[src/rtl/vga_fb_arbiter_if.sv]
// Bundles the line-fetch, scanout, CPU and physical memory buses of vga_fb_arbiter.
// The slave modport is the arbiter's view; the master modport is the surrounding system's.
interface vga_fb_arbiter_if #(
    parameter int ADDR_W = 32,
    parameter int DATA_W = 32
);
    logic              line_req;
    logic [ADDR_W-1:0] line_addr;
    logic              line_busy;
    logic              line_done;
    logic              line_ovf;
    logic              scan_valid;
    logic [DATA_W-1:0] scan_data;

    logic              cpu_req;
    logic              cpu_we;
    logic [ADDR_W-1:0] cpu_addr;
    logic [DATA_W-1:0] cpu_wdata;
    logic              cpu_ack;
    logic [DATA_W-1:0] cpu_rdata;

    logic              phy_req;
    logic              phy_we;
    logic [ADDR_W-1:0] phy_addr;
    logic [DATA_W-1:0] phy_data;
    logic [DATA_W-1:0] phy_rdata;
    logic              phy_ack;

    modport slave (
        input  line_req, line_addr, cpu_req, cpu_we, cpu_addr, cpu_wdata, phy_rdata, phy_ack,
        output line_busy, line_done, line_ovf, scan_valid, scan_data, cpu_ack, cpu_rdata,
               phy_req, phy_we, phy_addr, phy_data
    );

    modport master (
        output line_req, line_addr, cpu_req, cpu_we, cpu_addr, cpu_wdata, phy_rdata, phy_ack,
        input  line_busy, line_done, line_ovf, scan_valid, scan_data, cpu_ack, cpu_rdata,
               phy_req, phy_we, phy_addr, phy_data
    );
endinterface

[src/rtl/vga_fb_arbiter.sv]
// Shares the framebuffer memory bus between line-burst scanout and single-word CPU accesses,
// scanout first, with a starvation limit that forces a CPU grant; one transaction in flight.
module vga_fb_arbiter #(
    parameter int ADDR_W       = 32,
    parameter int DATA_W       = 32,
    parameter int LINE_WORDS   = 160,
    parameter int STARVE_LIMIT = 4
) (
    input logic              clk,
    input logic              rst,
    vga_fb_arbiter_if.slave  bus
);
    localparam int CNT_W = (LINE_WORDS > 1) ? $clog2(LINE_WORDS) : 1;
    localparam int STV_W = $clog2(STARVE_LIMIT + 1);
    localparam logic [CNT_W-1:0]  LAST_WORD = CNT_W'(LINE_WORDS - 1);
    localparam logic [STV_W-1:0]  STV_LIM   = STV_W'(STARVE_LIMIT);
    localparam logic [ADDR_W-1:0] STRIDE    = ADDR_W'(DATA_W / 8);

    typedef enum logic {S_IDLE, S_BUSY} state_e;
    typedef enum logic [1:0] {G_NONE = 2'd0, G_SCAN = 2'd1, G_CPU = 2'd2} grant_e;

    state_e            state_q, state_d;
    grant_e            grant_q, grant_d;
    logic [ADDR_W-1:0] base_q, base_d;
    logic [CNT_W-1:0]  word_cnt_q, word_cnt_d;
    logic [STV_W-1:0]  starve_cnt_q, starve_cnt_d;
    logic              line_busy_q, line_busy_d;
    logic              line_done_q, line_done_d;
    logic              line_ovf_q, line_ovf_d;
    logic              scan_valid_q, scan_valid_d;
    logic [DATA_W-1:0] scan_data_q, scan_data_d;
    logic              cpu_ack_q, cpu_ack_d;
    logic [DATA_W-1:0] cpu_rdata_q, cpu_rdata_d;
    logic              phy_req_q, phy_req_d;
    logic              phy_we_q, phy_we_d;
    logic [ADDR_W-1:0] phy_addr_q, phy_addr_d;
    logic [DATA_W-1:0] phy_data_q, phy_data_d;

    logic [ADDR_W-1:0] scan_addr;
    logic              scan_pend;

    // Address arithmetic wraps naturally at 2^ADDR_W.
    assign scan_addr = base_q + ADDR_W'(word_cnt_q) * STRIDE;
    assign scan_pend = line_busy_q;

    always_comb begin
        // NOTE: every _d starts from its _q (or 0 for pulses) so no path leaves it unassigned,
        // which would otherwise infer a latch.
        state_d      = state_q;
        grant_d      = grant_q;
        base_d       = base_q;
        word_cnt_d   = word_cnt_q;
        starve_cnt_d = starve_cnt_q;
        line_busy_d  = line_busy_q;
        line_done_d  = 1'b0;
        line_ovf_d   = 1'b0;
        scan_valid_d = 1'b0;
        scan_data_d  = scan_data_q;
        cpu_ack_d    = 1'b0;
        cpu_rdata_d  = cpu_rdata_q;
        phy_req_d    = phy_req_q;
        phy_we_d     = phy_we_q;
        phy_addr_d   = phy_addr_q;
        phy_data_d   = phy_data_q;

        // Line acceptance runs beside the FSM; a busy line can never also be re-accepted.
        if (bus.line_req) begin
            if (line_busy_q) begin
                line_ovf_d = 1'b1;
            end else begin
                base_d      = bus.line_addr;
                word_cnt_d  = '0;
                line_busy_d = 1'b1;
            end
        end

        unique case (state_q)
            S_IDLE: begin
                if (scan_pend && (!bus.cpu_req || starve_cnt_q < STV_LIM)) begin
                    state_d      = S_BUSY;
                    grant_d      = G_SCAN;
                    phy_req_d    = 1'b1;
                    phy_we_d     = 1'b0;
                    phy_addr_d   = scan_addr;
                    starve_cnt_d = bus.cpu_req ? starve_cnt_q + STV_W'(1) : '0;
                end else if (bus.cpu_req) begin
                    state_d      = S_BUSY;
                    grant_d      = G_CPU;
                    phy_req_d    = 1'b1;
                    phy_we_d     = bus.cpu_we;
                    phy_addr_d   = bus.cpu_addr;
                    phy_data_d   = bus.cpu_wdata;
                    starve_cnt_d = '0;
                end
            end
            S_BUSY: begin
                if (bus.phy_ack) begin
                    state_d   = S_IDLE;
                    grant_d   = G_NONE;
                    phy_req_d = 1'b0;
                    if (grant_q == G_SCAN) begin
                        scan_valid_d = 1'b1;
                        scan_data_d  = bus.phy_rdata;
                        if (word_cnt_q == LAST_WORD) begin
                            line_done_d = 1'b1;
                            line_busy_d = 1'b0;
                            word_cnt_d  = '0;
                        end else begin
                            word_cnt_d = word_cnt_q + CNT_W'(1);
                        end
                    end else begin
                        cpu_ack_d = 1'b1;
                        if (!phy_we_q) cpu_rdata_d = bus.phy_rdata;
                    end
                end
            end
            default: state_d = S_IDLE;
        endcase
    end

    // NOTE: state is updated only with non-blocking assignments so every flop samples
    // the pre-edge values regardless of statement order.
    always_ff @(posedge clk or negedge rst) begin
        if (!rst) begin
            state_q      <= S_IDLE;
            grant_q      <= G_NONE;
            base_q       <= '0;
            word_cnt_q   <= '0;
            starve_cnt_q <= '0;
            line_busy_q  <= 1'b0;
            line_done_q  <= 1'b0;
            line_ovf_q   <= 1'b0;
            scan_valid_q <= 1'b0;
            scan_data_q  <= '0;
            cpu_ack_q    <= 1'b0;
            cpu_rdata_q  <= '0;
            phy_req_q    <= 1'b0;
            phy_we_q     <= 1'b0;
            phy_addr_q   <= '0;
            phy_data_q   <= '0;
        end else begin
            state_q      <= state_d;
            grant_q      <= grant_d;
            base_q       <= base_d;
            word_cnt_q   <= word_cnt_d;
            starve_cnt_q <= starve_cnt_d;
            line_busy_q  <= line_busy_d;
            line_done_q  <= line_done_d;
            line_ovf_q   <= line_ovf_d;
            scan_valid_q <= scan_valid_d;
            scan_data_q  <= scan_data_d;
            cpu_ack_q    <= cpu_ack_d;
            cpu_rdata_q  <= cpu_rdata_d;
            phy_req_q    <= phy_req_d;
            phy_we_q     <= phy_we_d;
            phy_addr_q   <= phy_addr_d;
            phy_data_q   <= phy_data_d;
        end
    end

    assign bus.line_busy  = line_busy_q;
    assign bus.line_done  = line_done_q;
    assign bus.line_ovf   = line_ovf_q;
    assign bus.scan_valid = scan_valid_q;
    assign bus.scan_data  = scan_data_q;
    assign bus.cpu_ack    = cpu_ack_q;
    assign bus.cpu_rdata  = cpu_rdata_q;
    assign bus.phy_req    = phy_req_q;
    assign bus.phy_we     = phy_we_q;
    assign bus.phy_addr   = phy_addr_q;
    assign bus.phy_data   = phy_data_q;
endmodule

[src/flat_wrapper.sv]
// flat-port wrapper written by rule: the top's interface ports become plain ports
module vga_fb_arbiter_flat 
#(
    parameter int ADDR_W       = 32,
    parameter int DATA_W       = 32,
    parameter int LINE_WORDS   = 160,
    parameter int STARVE_LIMIT = 4
)
  (clk, rst, bus_line_req, bus_line_addr, bus_cpu_req, bus_cpu_we, bus_cpu_addr, bus_cpu_wdata, bus_phy_rdata, bus_phy_ack, bus_line_busy, bus_line_done, bus_line_ovf, bus_scan_valid, bus_scan_data, bus_cpu_ack, bus_cpu_rdata, bus_phy_req, bus_phy_we, bus_phy_addr, bus_phy_data);
  vga_fb_arbiter_if #(.ADDR_W(ADDR_W), .DATA_W(DATA_W)) bus_i ();
  input logic clk;
  input logic rst;
  input wire logic [$bits(bus_i.line_req)-1:0] bus_line_req;
  input wire logic [$bits(bus_i.line_addr)-1:0] bus_line_addr;
  input wire logic [$bits(bus_i.cpu_req)-1:0] bus_cpu_req;
  input wire logic [$bits(bus_i.cpu_we)-1:0] bus_cpu_we;
  input wire logic [$bits(bus_i.cpu_addr)-1:0] bus_cpu_addr;
  input wire logic [$bits(bus_i.cpu_wdata)-1:0] bus_cpu_wdata;
  input wire logic [$bits(bus_i.phy_rdata)-1:0] bus_phy_rdata;
  input wire logic [$bits(bus_i.phy_ack)-1:0] bus_phy_ack;
  output wire logic [$bits(bus_i.line_busy)-1:0] bus_line_busy;
  output wire logic [$bits(bus_i.line_done)-1:0] bus_line_done;
  output wire logic [$bits(bus_i.line_ovf)-1:0] bus_line_ovf;
  output wire logic [$bits(bus_i.scan_valid)-1:0] bus_scan_valid;
  output wire logic [$bits(bus_i.scan_data)-1:0] bus_scan_data;
  output wire logic [$bits(bus_i.cpu_ack)-1:0] bus_cpu_ack;
  output wire logic [$bits(bus_i.cpu_rdata)-1:0] bus_cpu_rdata;
  output wire logic [$bits(bus_i.phy_req)-1:0] bus_phy_req;
  output wire logic [$bits(bus_i.phy_we)-1:0] bus_phy_we;
  output wire logic [$bits(bus_i.phy_addr)-1:0] bus_phy_addr;
  output wire logic [$bits(bus_i.phy_data)-1:0] bus_phy_data;
  assign bus_i.line_req = bus_line_req;
  assign bus_i.line_addr = bus_line_addr;
  assign bus_i.cpu_req = bus_cpu_req;
  assign bus_i.cpu_we = bus_cpu_we;
  assign bus_i.cpu_addr = bus_cpu_addr;
  assign bus_i.cpu_wdata = bus_cpu_wdata;
  assign bus_i.phy_rdata = bus_phy_rdata;
  assign bus_i.phy_ack = bus_phy_ack;
  assign bus_line_busy = bus_i.line_busy;
  assign bus_line_done = bus_i.line_done;
  assign bus_line_ovf = bus_i.line_ovf;
  assign bus_scan_valid = bus_i.scan_valid;
  assign bus_scan_data = bus_i.scan_data;
  assign bus_cpu_ack = bus_i.cpu_ack;
  assign bus_cpu_rdata = bus_i.cpu_rdata;
  assign bus_phy_req = bus_i.phy_req;
  assign bus_phy_we = bus_i.phy_we;
  assign bus_phy_addr = bus_i.phy_addr;
  assign bus_phy_data = bus_i.phy_data;
  vga_fb_arbiter #(.ADDR_W(ADDR_W), .DATA_W(DATA_W), .LINE_WORDS(LINE_WORDS), .STARVE_LIMIT(STARVE_LIMIT)) u_core (.clk(clk), .rst(rst), .bus(bus_i));
endmodule
[config.mk]
export PLATFORM = sky130hd
export DESIGN_NAME = vga_fb_arbiter_flat
export DESIGN_NICKNAME = d
export VERILOG_FILES = /design/src/rtl/vga_fb_arbiter_if.sv /design/src/rtl/vga_fb_arbiter.sv /design/src/flat_wrapper.sv
export SDC_FILE = /design/constraint.sdc
export NUM_CORES = 1
export LEC_CHECK = 0
export BUFFER_PORTS_ARGS = -buffer_cell sky130_fd_sc_hd__buf_2
export CAP_MARGIN = 0
export CORE_MARGIN = 2
export CORE_UTILIZATION = 30
export CTS_BUF_LIST = sky130_fd_sc_hd__clkbuf_8
export CTS_CLUSTER_DIAMETER = 80
export DETAILED_ROUTE_END_ITERATION = 16
export SYNTH_ARGS = -nofsm -noshare
export SYNTH_HDL_FRONTEND = slang
export SYNTH_SLANG_ARGS = --single-unit
export TNS_END_PERCENT = 30
[constraint.sdc]
create_clock -name clk -period 3.7 [get_ports clk]
set_input_delay 0.185 -clock clk [delete_from_list [all_inputs] [get_ports clk]]
set_output_delay 0.185 -clock clk [all_outputs]
set_load 0.02 [all_outputs]
# ---- Yosys cells after proc, flatten, opt, wreduce, memory -nomap -nowiden
# Index checks and enable logic that the tools add are counted.
dict set report word_totals {
  reg_bits 181
  output_inout_bits 135
}
dict set report op_classes {
  n_addsub 3
  n_lt_le_gt_ge 1
  n_eq_ne 4
  n_mux 42
  n_bitwise 5
  n_reduce_logical 10
}
# operator count
set op_table {}
lappend op_table {{two-way mux 32 bit} 2}
lappend op_table {{two-way mux 8 bit} 6}
lappend op_table {{adder 32 x 10 -> 32 bit} 1}
lappend op_table {{two-way mux 1 bit} 25}
lappend op_table {{two-way mux 3 bit} 3}
lappend op_table {{adder 8 x 1 -> 8 bit, second input constant} 1}
lappend op_table {{== test 8 bit, second input constant} 1}
lappend op_table {{two-way mux 2 bit} 3}
lappend op_table {{AND reduction 2 bit} 3}
lappend op_table {{AND reduction 3 bit} 2}
lappend op_table {{NOT 1 bit} 5}
lappend op_table {{case mux 1 bit (2 select lines)} 2}
lappend op_table {{case mux 2 bit (2 select lines)} 1}
lappend op_table {{AND reduction 4 bit} 1}
lappend op_table {{adder 3 x 1 -> 3 bit, second input constant} 1}
lappend op_table {{less-than comparator 3 bit, second input constant} 1}
lappend op_table {{!= test 3 x 2 -> 1 bit, second input constant} 1}
lappend op_table {{== test 2 x 1 -> 1 bit, second input constant} 1}
lappend op_table {{!= test 2 bit, second input constant} 1}
lappend op_table {{nonzero test 2 bit} 1}
lappend op_table {{logical AND 1 bit} 1}
lappend op_table {{logical NOT 1 bit} 1}
lappend op_table {{logical OR 1 bit} 1}

# ---- Longest topological paths before layout
dict set report logic_depth {
  word_depth 5
  depth_mapped 8
}

# ---- Worst setup path after synthesis
# Ideal clock, no wire load.
dict set report synth_path {
  path_type {register to register}
  from {reg u_core.word_cnt_q[0]}
  to {reg u_core.phy_addr_q[20], in the netlist u_core.bus.phy_addr[20]}
  setup_time_ns 0.135
  arrival_time_ns 1.823
  t_required_ns 3.565
  setup_slack_ns 1.741
  path_stages_with_launch 9
  cell_sequence {dfrtp_1 -> ha_1 -> fa_1 -> nand3_1 -> a211oi_1 -> buf_2 -> o211ai_1 -> xor2_1 -> o21ai_0}
}
dict set report synth_via {
  elab_chain_cells 2
}
# item line
set synth_lines {}
lappend synth_lines {{start: declaration} vga_fb_arbiter.sv:25} ;# logic [CNT_W-1:0] word_cnt_q, word_cnt_d;
lappend synth_lines {{start signal: assignment} vga_fb_arbiter.sv:145} ;# word_cnt_q <= word_cnt_d;
lappend synth_lines {{adder 32 x 10 -> 32 bit} vga_fb_arbiter.sv:43} ;# assign scan_addr = base_q + ADDR_W'(word_cnt_q) * STRIDE;
lappend synth_lines {{two-way mux 32 bit} vga_fb_arbiter.sv:79} ;# if (scan_pend && (!bus.cpu_req || starve_cnt_q < STV_LIM)) begin
lappend synth_lines {{end signal: assignment} vga_fb_arbiter.sv:156} ;# phy_addr_q <= phy_addr_d;
lappend synth_lines {{end: declaration} vga_fb_arbiter.sv:36} ;# logic [ADDR_W-1:0] phy_addr_q, phy_addr_d;
# No other way between the ends.
# A chain may end at the register's enable or synchronous reset.

# ---- Worst setup path in the final report
dict set report layout_path {
  from {reg u_core.word_cnt_q[4]}
  to {reg u_core.phy_addr_q[21], in the netlist u_core.bus.phy_addr[21]}
}
# Same word-level chain as after synthesis.

==> flow_summary.json <==
{
  "first_global_vias": 6674,
  "crit_required_ps": 4080,
  "cts-htree-levels": 4,
  "clkTransAtPathRegs_ps": 110,
  "post_cts_buffers": 0,
  "ys_top_cells_by_area": "dfrtp_1, mux2_2, nand2_1",
  "die_x_microns": 165,
  "worst-slew-pin-transition_ps": 1110,
  "syn-num-nets": 797,
  "worstRegToRegCells": 6,
  "viasPerCell": 4.65,
  "dp_hpwl_microns": 14500,
  "num_rows": 58,
  "final_area_sq_um": 11200,
  "drtIter0Drc": 278,
  "slowest_stage": "o211ai_1",
  "synth_seq_area_share": 0.583,
  "end_kind": "flop",
  "r2r_slack_ps": 1160,
  "min_from": "bus_cpu_addr[6]",
  "synth_edf_count": 0,
  "vias": 6439,
  "start_util": 0.307,
  "ys_ff_latch": 181,
  "irDropWorstVdd_uv": 386,
  "crit_type": "flop to flop",
  "tns_ps": 0,
  "hold_viol_final": 0,
  "fin_skew_ps": 17.4,
  "yosys-top-cells-count": "dfrtp_1, nand2_1, mux2_2, o21ai_0",
  "p_leak_nw": 5.47,
  "ios": 269,
  "clockBufferDepth": 2,
  "synthArstFlopShare": 1.00,
  "nets": 1186,
  "grt_max_degree": 105,
  "p_int_w": 0.00453,
  "whs_endpoint": "u_core.bus.phy_addr[6]",
  "syn_to_final_growth_pct": 44.2,
  "place_ws_ps": 1190,
  "worst_slew_margin_rel": 0.258,
  "r2r_start": "u_core.word_cnt_q[4]",
  "fmax_ghz": 0.394,
  "synth_most_common_cell": "dfrtp_1",
  "crit_path_start_kind": "flop",
  "switching_share": 0.419,
  "drc": 0,
  "die_y_microns": 165,
  "period_share": 0.686,
  "rr_endpoint": "u_core.bus.phy_addr[21]",
  "dieArea_sq_um": 27200,
  "synth_cell_type_count": 46,
  "cap_violations": 0,
  "seq_power_share": 0.408,
  "maxSlewViolCount": 0,
  "clock_latency_ps": 460,
  "whs_ps": 35.1,
  "synth_top_area_cell": "dfrtp_1",
  "yosysWarnings": 0,
  "clock_sinks": 181,
  "hold_path.class": "input port to flop",
  "cp_cell_sequence": "ha_1, o211ai_1, o211ai_1, nand4b_1, xor2_1, o21ai_0",
  "gp_congestion": 0.813,
  "cts_buffers": 17,
  "synth_top_area_share": 0.583,
  "rsz0062_at_grt": "no",
  "portBuffers": 268,
  "n_fill_cell": 2370,
  "worstPathMaxFanout": 11,
  "grt_overflow": 0,
  "p_per_area_nw_per_um2": 697,
  "layout_min_cycle_time_ps": 2540,
  "cts_tree": "built",
  "worst_ep_arrival_time_ps": 2910,
  "combPwrFrac": 0.414,
  "grt_pass1_wl_microns": 34200,
  "p_clk_frac": 0.178,
  "p_switching_w": 0.00327,
  "synth_flop_cell": "dfrtp_1",
  "coreArea_sq_um": 25300,
  "dpl_cell_area_sq_um": 9490,
  "finalWorstSetupSlack_ps": 1160,
  "drtAntennaViolNets": 0,
  "first_pass_iters": 4,
  "antenna_found_initial": 1,
  "cpPeakStageDelay_ps": 860,
  "syn-instance-count": 652,
  "cts-root-buf": "clkbuf_8",
  "setup_viol": 0,
  "holdPathStages": 3,
  "grtUsageTotal": 0.161,
  "wl_per_cell_microns": 16.0,
  "wl_microns": 22100,
  "synthesis.area_sq_um": 7770,
  "layout-drive-gt1-share": 0.392,
  "syn_area_per_cell_sq_um": 11.9,
  "path_common_cell": "o211ai_1",
  "status": "finished clean"
}
how the worst max path moves through the flow:
stage / depth (start not counted) / start / end
after global routing: 6 / u_core.word_cnt_q[4] / u_core.bus.phy_addr[15]
after global placement: 6 / u_core.word_cnt_q[4] / u_core.bus.phy_addr[21]
after CTS: 6 / u_core.word_cnt_q[4] / u_core.bus.phy_addr[21]
after detailed placement: 6 / u_core.word_cnt_q[4] / u_core.bus.phy_addr[21]
final: 6 / u_core.word_cnt_q[4] / u_core.bus.phy_addr[21]
after floorplan: 8 / u_core.word_cnt_q[0] / u_core.bus.phy_addr[20]
layout make-up:
cell class / count / area [sq um] / area share
Inverter: 6 / 22.5 / 0.00201
Timing Repair Buffer: 404 / 2720 / 0.243
Tap cell: 330 / 413 / 0.0369
Antenna cell: 1 / 2.50 / 0.000223
Clock buffer: 17 / 234 / 0.0209
Multi-Input combinational cell: 431 / 3100 / 0.277
Clock inverter: 15 / 180 / 0.0161
Sequential cell: 181 / 4530 / 0.404
worst max-delay path: cells and delay by family, from the launching register on:
family	cells	cell delay [ps]
AOI/OAI and AO/OA	3	1140
adders and majority gates	1	410
xor gates and xnor gates	1	200
DFF	1	460
and+or+nand+nor	1	230
cells in the final DEF (no fill, tap or decap), types with 4 or more instances in the layout:
master and instances:
and3_1 8, dlygate4sd3_1 129, dfrtp_1 181, clkinv_8 5
nand4_1 8, xnor2_1 4, mux2i_1 7, a22oi_1 24
inv_8 5, mux2_2 95, nor2_1 9, nand2_1 119
and2_1 4, buf_2 267, inv_1 6, nand3_1 8
clkbuf_8 18, o211ai_1 8, a21oi_1 8, buf_4 5
o21ai_1 10, xor2_1 24, ha_1 10, o21ai_0 45
metal layers:
layer | track usage | wire length (microns)
met5 | 0 | 0
met4 | 0.0506 | 384
met3 | 0.0447 | 1630
met2 | 0.277 | 10900
met1 | 0.197 | 9250
per-stage QoR:
step                total power (W)  utilization  std cells
floorplan                   0.00517            -        652
global placement            0.00629        0.375       1223
detailed placement          0.00637        0.375       1223
CTS                         0.00791        0.442       1384
global route                0.00834        0.442       1384
finish                      0.00781        0.442       1385
registers in the layout (all words and copies together) (netlist names):
register	count
u_core.bus.scan_data	32
u_core.state_q	1
u_core.bus.scan_valid	1
u_core.bus.cpu_ack	1
u_core.bus.line_done	1
u_core.bus.phy_addr	32
u_core.grant_q	2
u_core.bus.line_busy	1
u_core.word_cnt_q	8
u_core.bus.phy_data	32
u_core.bus.line_ovf	1
u_core.bus.phy_req	1
u_core.bus.phy_we	1
u_core.base_q	32
u_core.starve_cnt_q	3
u_core.bus.cpu_rdata	32
power groups by stage:
stage / clock network (W) / registers, W / logic [W]
after global routing: 0.00153 / 0.00328 / 0.00352
after detailed placement: 0 / 0.00320 / 0.00317
after floorplan: 0 / 0.00402 / 0.00114
final: 0.00139 / 0.00318 / 0.00323
after CTS: 0.00147 / 0.00318 / 0.00327
after global placement: 0 / 0.00318 / 0.00312
logic make-up (layout without fill, tap and decap cells):
| logic type | Yosys count | after routing | share of synthesized area |
|---|---|---|---|
| and+or+nand+nor | 175 | 175 | 0.105 |
| AOI/OAI and AO/OA | 114 | 114 | 0.0909 |
| adders and majority gates | 11 | 11 | 0.0187 |
| xor gates and xnor gates | 28 | 28 | 0.0316 |
| other | 0 | 1 | 0 |
| buffers and inverters | 40 | 442 | 0.0230 |
| muxes | 103 | 103 | 0.148 |
| DFF | 181 | 181 | 0.583 |
repair_timing:
action	4_1_cts	5_1_grt
endpoints found under the hold margin	264	0
hold buffers	129	0
resized for setup	0	0
Power figures use the tool's default switching activity.
